### config.mk
export PLATFORM = sky130hd
export DESIGN_NAME = multicycle_ctrl
export DESIGN_NICKNAME = d
export VERILOG_FILES = /design/src/rtl/ctrl_pkg.sv /design/src/rtl/ctrl_decode.sv /design/src/rtl/multicycle_ctrl.sv
export SDC_FILE = /design/constraint.sdc
export NUM_CORES = 1
export LEC_CHECK = 0
export CORE_MARGIN = 2
export CORE_UTILIZATION = 48
export DETAILED_ROUTE_END_ITERATION = 7
export HOLD_SLACK_MARGIN = 0.1
export PLACE_DENSITY = 0.81
export SETUP_SLACK_MARGIN = 0.1
export SLEW_MARGIN = 20
export SYNTH_ARGS = -nofsm -noshare
export SYNTH_HDL_FRONTEND = slang
export SYNTH_HIERARCHICAL = 1
export SYNTH_SLANG_ARGS = --single-unit
### constraint.sdc
create_clock -name clk -period 2.3 [get_ports clk]
set_input_delay 0.46 -clock clk [delete_from_list [all_inputs] [get_ports clk]]
set_output_delay 0.46 -clock clk [all_outputs]
set_load 0.05 [all_outputs]
### src/rtl/ctrl_pkg.sv
`default_nettype none
// ============================================================================
//  Module      : ctrl_pkg
//  Description : Shared definitions for the multicycle controller: opcode and
//                funct constants, the FSM state enum, datapath mux and
//                alu_op encodings, write-enable bit positions and the decode
//                record handed from ctrl_decode to the FSM.
//  Options     : MULTICYCLE_CTRL_MULTDIV_EN adds the MD_START/MD_WAIT states.
//  Revision    : 1.0 - initial release
// ============================================================================
package ctrl_pkg;

    // Primary opcodes (instruction bits 31:26)
    localparam logic [5:0] OP_RTYPE = 6'b000000;
    localparam logic [5:0] OP_J     = 6'b000010;
    localparam logic [5:0] OP_BEQ   = 6'b000100;
    localparam logic [5:0] OP_BNE   = 6'b000101;
    localparam logic [5:0] OP_ADDI  = 6'b001000;
    localparam logic [5:0] OP_LW    = 6'b100011;
    localparam logic [5:0] OP_SW    = 6'b101011;

    // R-type funct codes (instruction bits 5:0)
    localparam logic [5:0] FN_ADD  = 6'b100000;
    localparam logic [5:0] FN_SUB  = 6'b100010;
    localparam logic [5:0] FN_AND  = 6'b100100;
    localparam logic [5:0] FN_MULT = 6'b011000;
    localparam logic [5:0] FN_DIV  = 6'b011010;
    localparam logic [5:0] FN_MFHI = 6'b010000;
    localparam logic [5:0] FN_MFLO = 6'b010010;

    // Write-enable bit positions within wr_en
    localparam int WR_PC     = 6;
    localparam int WR_A      = 5;
    localparam int WR_B      = 4;
    localparam int WR_ALUOUT = 3;
    localparam int WR_MEM    = 2;
    localparam int WR_IR     = 1;
    localparam int WR_REG    = 0;

    // Memory address mux
    localparam logic [2:0] MA_PC     = 3'b000;
    localparam logic [2:0] MA_ALUOUT = 3'b001;

    // ALU operand A mux
    localparam logic [1:0] SA_PC = 2'b00;
    localparam logic [1:0] SA_A  = 2'b01;

    // ALU operand B mux
    localparam logic [2:0] SB_B       = 3'b000;
    localparam logic [2:0] SB_FOUR    = 3'b001;
    localparam logic [2:0] SB_IMM     = 3'b010;
    localparam logic [2:0] SB_IMM_SH2 = 3'b011;

    // ALU operation
    localparam logic [2:0] ALU_ADD = 3'b001;
    localparam logic [2:0] ALU_SUB = 3'b010;
    localparam logic [2:0] ALU_AND = 3'b011;

    // PC source mux
    localparam logic [1:0] PS_ALU    = 2'b00;
    localparam logic [1:0] PS_ALUOUT = 2'b01;
    localparam logic [1:0] PS_JUMP   = 2'b10;
    localparam logic [1:0] PS_EXC    = 2'b11;

    // Register destination mux
    localparam logic [1:0] RD_RT  = 2'b00;
    localparam logic [1:0] RD_RD  = 2'b01;
    localparam logic [1:0] RD_R29 = 2'b11;

    // Register write-data mux
    localparam logic [2:0] WD_ALUOUT = 3'b000;
    localparam logic [2:0] WD_MDR    = 3'b001;
    localparam logic [2:0] WD_C227   = 3'b011;
    localparam logic [2:0] WD_HI     = 3'b100;
    localparam logic [2:0] WD_LO     = 3'b101;

    typedef enum logic [4:0] {
        ST_RESET    = 5'd0,
        ST_FETCH    = 5'd1,
        ST_DECODE   = 5'd2,
        ST_EXEC_R   = 5'd3,
        ST_EXEC_I   = 5'd4,
        ST_MEM_ADDR = 5'd5,
        ST_MEM_RD   = 5'd6,
        ST_MEM_WB   = 5'd7,
        ST_MEM_WR   = 5'd8,
        ST_WB       = 5'd9,
        ST_BRANCH   = 5'd10,
        ST_JUMP     = 5'd11,
        ST_EXC      = 5'd12
`ifdef MULTICYCLE_CTRL_MULTDIV_EN
        ,
        ST_MD_START = 5'd13,
        ST_MD_WAIT  = 5'd14
`endif
    } state_t;

    // Per-instruction attributes captured at DECODE and used by later states
    typedef struct packed {
        logic [2:0] alu_op;   // EXEC_R operation
        logic       ovf_chk;  // overflow traps (add/sub/addi)
        logic       is_r;     // write rd instead of rt
        logic       is_sw;    // MEM_ADDR goes to MEM_WR
        logic       is_bne;   // branch on !zero
        logic       md_op;    // 0 mult, 1 div
        logic [2:0] wd_sel;   // WB write-data source
    } dec_info_t;

endpackage : ctrl_pkg
`default_nettype wire

### src/rtl/ctrl_decode.sv
`default_nettype none
// ============================================================================
//  Module      : ctrl_decode
//  Description : Combinational instruction decoder. Maps opcode/funct to the
//                state DECODE dispatches to, a valid flag (0 -> exception),
//                and the attributes the later states need.
//  Ports       : i_opcode  instruction bits 31:26
//                i_funct   instruction bits 5:0
//                o_target  dispatch state (ST_EXC when invalid)
//                o_valid   instruction recognised
//                o_info    per-instruction attributes
//  Options     : MULTICYCLE_CTRL_MULTDIV_EN decodes mult/div/mfhi/mflo.
//  Revision    : 1.0 - initial release
// ============================================================================
module ctrl_decode
    import ctrl_pkg::*;
(
    input  logic [5:0] i_opcode,
    input  logic [5:0] i_funct,
    output state_t     o_target,
    output logic       o_valid,
    output dec_info_t  o_info
);

    always_comb begin
        o_target = ST_EXC;
        o_valid  = 1'b0;
        o_info   = '0;
        case (i_opcode)
            OP_RTYPE: begin
                o_info.is_r = 1'b1;
                case (i_funct)
                    FN_ADD: begin
                        o_target       = ST_EXEC_R;
                        o_valid        = 1'b1;
                        o_info.alu_op  = ALU_ADD;
                        o_info.ovf_chk = 1'b1;
                    end
                    FN_SUB: begin
                        o_target       = ST_EXEC_R;
                        o_valid        = 1'b1;
                        o_info.alu_op  = ALU_SUB;
                        o_info.ovf_chk = 1'b1;
                    end
                    FN_AND: begin
                        o_target      = ST_EXEC_R;
                        o_valid       = 1'b1;
                        o_info.alu_op = ALU_AND;
                    end
`ifdef MULTICYCLE_CTRL_MULTDIV_EN
                    FN_MULT, FN_DIV: begin
                        o_target     = ST_MD_START;
                        o_valid      = 1'b1;
                        o_info.md_op = (i_funct == FN_DIV);
                    end
                    // mfhi/mflo need no ALU work: straight to the register write
                    FN_MFHI: begin
                        o_target      = ST_WB;
                        o_valid       = 1'b1;
                        o_info.wd_sel = WD_HI;
                    end
                    FN_MFLO: begin
                        o_target      = ST_WB;
                        o_valid       = 1'b1;
                        o_info.wd_sel = WD_LO;
                    end
`endif
                    default: ;
                endcase
            end
            OP_ADDI: begin
                o_target       = ST_EXEC_I;
                o_valid        = 1'b1;
                o_info.alu_op  = ALU_ADD;
                o_info.ovf_chk = 1'b1;
            end
            OP_LW: begin
                o_target = ST_MEM_ADDR;
                o_valid  = 1'b1;
            end
            OP_SW: begin
                o_target     = ST_MEM_ADDR;
                o_valid      = 1'b1;
                o_info.is_sw = 1'b1;
            end
            OP_BEQ: begin
                o_target = ST_BRANCH;
                o_valid  = 1'b1;
            end
            OP_BNE: begin
                o_target      = ST_BRANCH;
                o_valid       = 1'b1;
                o_info.is_bne = 1'b1;
            end
            OP_J: begin
                o_target = ST_JUMP;
                o_valid  = 1'b1;
            end
            default: ;
        endcase
    end

endmodule : ctrl_decode
`default_nettype wire

### src/rtl/multicycle_ctrl.sv
`default_nettype none
// ============================================================================
//  Module      : multicycle_ctrl
//  Description : Control FSM for a multicycle MIPS-style datapath. Sequences
//                fetch, decode, execute, memory and write-back, with a wait
//                counter stretching FETCH and MEM_RD over MEM_LAT cycles.
//  Parameters  : MEM_LAT  memory read latency in cycles (1..7)
//                CNT_W    wait counter width (2**CNT_W > MEM_LAT)
//  Ports       : clk, reset (async, active-low)
//                opcode/funct      instruction fields from IR
//                overflow/zero     ALU flags
//                md_done           mult/div unit finished
//                wr_en             {PC,A,B,ALUOut,Mem,IR,Reg}
//                mem_addr_sel, alu_src_a, alu_src_b, alu_op, pc_src,
//                reg_dst, wd_sel   datapath mux/ALU controls
//                md_start, md_op   mult/div start pulse and operation
//                epc_we            EPC write enable
//                state_o           current state (debug)
//  Options     : MULTICYCLE_CTRL_MULTDIV_EN enables mult/div/mfhi/mflo.
//  Revision    : 1.0 - initial release
// ============================================================================
module multicycle_ctrl
    import ctrl_pkg::*;
#(
    parameter int MEM_LAT = 3,
    parameter int CNT_W   = 3
) (
    input  logic       clk,
    input  logic       reset,
    input  logic [5:0] opcode,
    input  logic [5:0] funct,
    input  logic       overflow,
    input  logic       zero,
    input  logic       md_done,
    output logic [6:0] wr_en,
    output logic [2:0] mem_addr_sel,
    output logic [1:0] alu_src_a,
    output logic [2:0] alu_src_b,
    output logic [2:0] alu_op,
    output logic [1:0] pc_src,
    output logic [1:0] reg_dst,
    output logic [2:0] wd_sel,
    output logic       md_start,
    output logic       md_op,
    output logic       epc_we,
    output logic [4:0] state_o
);

    state_t            r_state;
    state_t            w_next;
    logic [CNT_W-1:0]  r_cnt;
    dec_info_t         r_info;
    state_t            w_target;
    logic              w_valid;
    dec_info_t         w_info;
    logic              w_cnt_last;

    ctrl_decode u_decode (
        .i_opcode (opcode),
        .i_funct  (funct),
        .o_target (w_target),
        .o_valid  (w_valid),
        .o_info   (w_info)
    );

    assign w_cnt_last = (r_cnt == CNT_W'(MEM_LAT - 1));
    assign state_o    = r_state;

    // Counter restarts at 0 whenever the state changes, so every multi-cycle
    // state sees a fresh count from its first cycle.
    always_ff @(posedge clk or negedge reset) begin
        if (!reset) begin
            r_state <= ST_RESET;
            r_cnt   <= '0;
            r_info  <= '0;
        end else begin
            r_state <= w_next;
            r_cnt   <= (w_next != r_state) ? '0 : r_cnt + 1'b1;
            if (r_state == ST_DECODE) begin
                r_info <= w_info;
            end
        end
    end

    always_comb begin
        w_next       = r_state;
        wr_en        = '0;
        mem_addr_sel = MA_PC;
        alu_src_a    = SA_PC;
        alu_src_b    = SB_B;
        alu_op       = '0;
        pc_src       = PS_ALU;
        reg_dst      = RD_RT;
        wd_sel       = WD_ALUOUT;
        md_start     = 1'b0;
        md_op        = 1'b0;
        epc_we       = 1'b0;
        // Outputs are gated by reset so they drop to 0 the moment reset
        // asserts, not at the next clock.
        if (reset) begin
            case (r_state)
                ST_RESET: begin
                    wr_en[WR_REG] = 1'b1;
                    reg_dst       = RD_R29;
                    wd_sel        = WD_C227;
                    w_next        = ST_FETCH;
                end
                ST_FETCH: begin
                    mem_addr_sel = MA_PC;
                    alu_src_a    = SA_PC;
                    alu_src_b    = SB_FOUR;
                    alu_op       = ALU_ADD;
                    if (w_cnt_last) begin
                        wr_en[WR_PC] = 1'b1;
                        wr_en[WR_IR] = 1'b1;
                        pc_src       = PS_ALU;
                        w_next       = ST_DECODE;
                    end
                end
                ST_DECODE: begin
                    wr_en[WR_A]      = 1'b1;
                    wr_en[WR_B]      = 1'b1;
                    wr_en[WR_ALUOUT] = 1'b1;
                    alu_src_a        = SA_PC;
                    alu_src_b        = SB_IMM_SH2;
                    alu_op           = ALU_ADD;
                    w_next           = w_valid ? w_target : ST_EXC;
                end
                ST_EXEC_R, ST_EXEC_I: begin
                    wr_en[WR_ALUOUT] = 1'b1;
                    alu_src_a        = SA_A;
                    alu_src_b        = (r_state == ST_EXEC_R) ? SB_B : SB_IMM;
                    alu_op           = (r_state == ST_EXEC_R) ? r_info.alu_op : ALU_ADD;
                    w_next           = (r_info.ovf_chk && overflow) ? ST_EXC : ST_WB;
                end
                ST_MEM_ADDR: begin
                    wr_en[WR_ALUOUT] = 1'b1;
                    alu_src_a        = SA_A;
                    alu_src_b        = SB_IMM;
                    alu_op           = ALU_ADD;
                    w_next           = r_info.is_sw ? ST_MEM_WR : ST_MEM_RD;
                end
                ST_MEM_RD: begin
                    mem_addr_sel = MA_ALUOUT;
                    if (w_cnt_last) begin
                        w_next = ST_MEM_WB;
                    end
                end
                ST_MEM_WB: begin
                    wr_en[WR_REG] = 1'b1;
                    wd_sel        = WD_MDR;
                    reg_dst       = RD_RT;
                    w_next        = ST_FETCH;
                end
                ST_MEM_WR: begin
                    wr_en[WR_MEM] = 1'b1;
                    mem_addr_sel  = MA_ALUOUT;
                    w_next        = ST_FETCH;
                end
                ST_WB: begin
                    wr_en[WR_REG] = 1'b1;
                    wd_sel        = r_info.wd_sel;
                    reg_dst       = r_info.is_r ? RD_RD : RD_RT;
                    w_next        = ST_FETCH;
                end
                ST_BRANCH: begin
                    alu_src_a    = SA_A;
                    alu_src_b    = SB_B;
                    alu_op       = ALU_SUB;
                    pc_src       = PS_ALUOUT;
                    wr_en[WR_PC] = r_info.is_bne ? !zero : zero;
                    w_next       = ST_FETCH;
                end
                ST_JUMP: begin
                    wr_en[WR_PC] = 1'b1;
                    pc_src       = PS_JUMP;
                    w_next       = ST_FETCH;
                end
                ST_EXC: begin
                    epc_we       = 1'b1;
                    wr_en[WR_PC] = 1'b1;
                    pc_src       = PS_EXC;
                    w_next       = ST_FETCH;
                end
`ifdef MULTICYCLE_CTRL_MULTDIV_EN
                ST_MD_START: begin
                    md_start = 1'b1;
                    md_op    = r_info.md_op;
                    w_next   = ST_MD_WAIT;
                end
                ST_MD_WAIT: begin
                    if (md_done) begin
                        w_next = ST_FETCH;
                    end
                end
`endif
                default: w_next = ST_RESET;
            endcase
        end
    end

`ifndef MULTICYCLE_CTRL_MULTDIV_EN
    // Mult/div support is compiled out; these inputs have no consumer.
    logic w_unused_md;
    assign w_unused_md = md_done ^ r_info.md_op;
`endif

endmodule : multicycle_ctrl
`default_nettype wire
==> results.md <==
* Outcome: finished, violations left
* Failing checks: negative setup slack
* Worst-case clock buffer depth at 2
* CP arrival at 1.97 ns
* Fin. Hold Viols at 0
* Largest net degree at the start of global routing at 25
* DR WL/cell at ~24 um
* CTS Sinks at 18
* Worst setup margin at -0.127 ns
* DRC at 0
* Nets@finish at 318
* Peak supply drop at 0.532 mV
* Yosys synthesis warning count at 6
* Pleak at 1.34 nW
* Share of cells above drive strength 1 at 0.594
* Crit path time final at roughly 2.4 ns
* Gr usage total at 0.320
* Initial DRC Count at 320
* Routed vias/inst at 6.53
* Post-layout util at 0.919
* Remaining Overflow, GRT at 0
* Crit path capture type: output port
* TritonCTS clock tree: done
* Hold Buf Count CTS at 0
* Worst-path maximum fanout at 6
* CTS buffer count at 3
* Vias in the first global route at 2075
* Initial antenna violation count at 0
* IO Count at 50
* Dpl cell area at about 2600 um2
* Starting Density at 0.501
* Setup CP Type: reg -> out
* # fillers at 112
* Syn Area/Cell at 8.14 um2
* DIE AREA at 4000 um2
* Die height at 63.2 um
* Placer Congestion at ~0.95
* Reg clk slew, reported paths at 0.12 ns
* ANT cells at 0
* Final Instance Area at ~3000 um2
* WP data required at around 1.8 ns
* Clk root buf: clkbuf_4
* Cell Rows at 21
* Power Density at 1230 nW/um2
* Fmax at just over 0.4 GHz
* Pre-CTS WS at -0.580 ns
* Pins over their slew limit at 0
* WL final at 8.22 mm
* Final Setup Violations at 11
* Fin Hold WS at 0.371 ns
* RSZ-0062 raised after global routing: yes
* Die W at 63.2 um
* Drt pass-1 iters at 5
* Clk_skew at ~0.0056 ns
* Final period util at 1.06
* Layout overhead on the synthesized area at 83.6%
* Flop2flop setup slack at -0.04 ns
* Mapped Area at 1680 um2
* Slew at the pin closest to its max-slew limit at between 0.6 and 0.7 ns
* Startpoint Class: flip-flop
* Vias at ~2.2k
* Detail Placement HPWL at 3.88 mm
* Hold Path Class: in -> async
* PortBufs at 42
* Final ANT Viol Nets at 0
* Htree depth at 1
* First-pass GRT wire length at roughly 10 mm
* Max-Cap Viols at 0
* Syn Inst Count at 207
* Worst-Skew Late Latency at a little over 0.3 ns
* Slew headroom at 0.590
* Core area at 3360 um2
## registers in the layout, summed over array words and instances, names as in the netlist
name and flops:
state_o 5, r_info 10, r_cnt 3
## cell usage in the layout (no fill, tap or decap), types with 6 or more instances in the layout
cell type	instances
buf_4	52
buf_12	24
nand2_1	13
dfrtp_1	13
conb_1	11
mux2_2	10
nor3_4	9
nor2_1	8
nor2_4	7
a21oi_1	6
nand3_1	6
## area by class of cell
cell class	count	area, um2	share of cell area
multi-input combinational	167	1400	0.452
timing repair buffer	100	1100	0.356
sequential	18	457	0.148
inverter	9	45.0	0.0146
tap	46	57.6	0.0186
clock buffer	4	36.3	0.0117
## through the flow
| stage | total power, mW | TNS [ns] | std cells |
|---|---|---|---|
| after floorplan | 1.95 | -0.609 | 216 |
| after global placement | 2.75 | -2.81 | 313 |
| after detailed placement | 2.79 | -3.34 | 313 |
| after CTS | 3.23 | -0.0353 | 336 |
| after global routing | 3.89 | -1.39 | 344 |
| final | 3.79 | -0.670 | 344 |
## what timing repair did
action,in CTS,in global routing
gates cloned,0,0
pin swaps,19,17
setup buffers,19,9
resized for setup,44,54
endpoints found under the setup margin,25,24
## layer usage
metal  share of wire  routed length [um]  GRT usage
met1            0.35                2840      0.358
met2            0.49                4000      0.582
met3           0.093                 768     0.0536
met4           0.075                 616      0.158
met5               0                   0          0
## worst max-delay path: stages, from the launching register on
cell      delay [ns]
dfrtp_2         0.51
or3_4           0.44
nor3_4          0.18
or2_4           0.17
o2111a_2        0.23
buf_12          0.14
## path summary, 6_finish.rpt
| path | cells past startpoint | endpoint | from |
|---|---|---|---|
| setup / recovery | 5 | alu_op[0] | state_o[4] |
| hold / removal | 2 | r_info[0] | reset |
| max in group asynchronous | 2 | state_o[3] | reset |
| hold reg to reg | 1 | r_cnt[0] | r_cnt[0] |
| min in group clk | 1 | r_cnt[0] | r_cnt[0] |
| setup reg to reg | 8 | r_cnt[1] | state_o[0] |
## power breakdown
group / total [mW] / leakage, nW / switching, mW / internal [mW]
combinational: 3.00 / 1.10 / 1.69 / 1.31
sequential: 0.580 / 0.228 / 0.155 / 0.425
clock: 0.213 / 0.0210 / 0.116 / 0.0967
(Power assumes the default switching activity.)
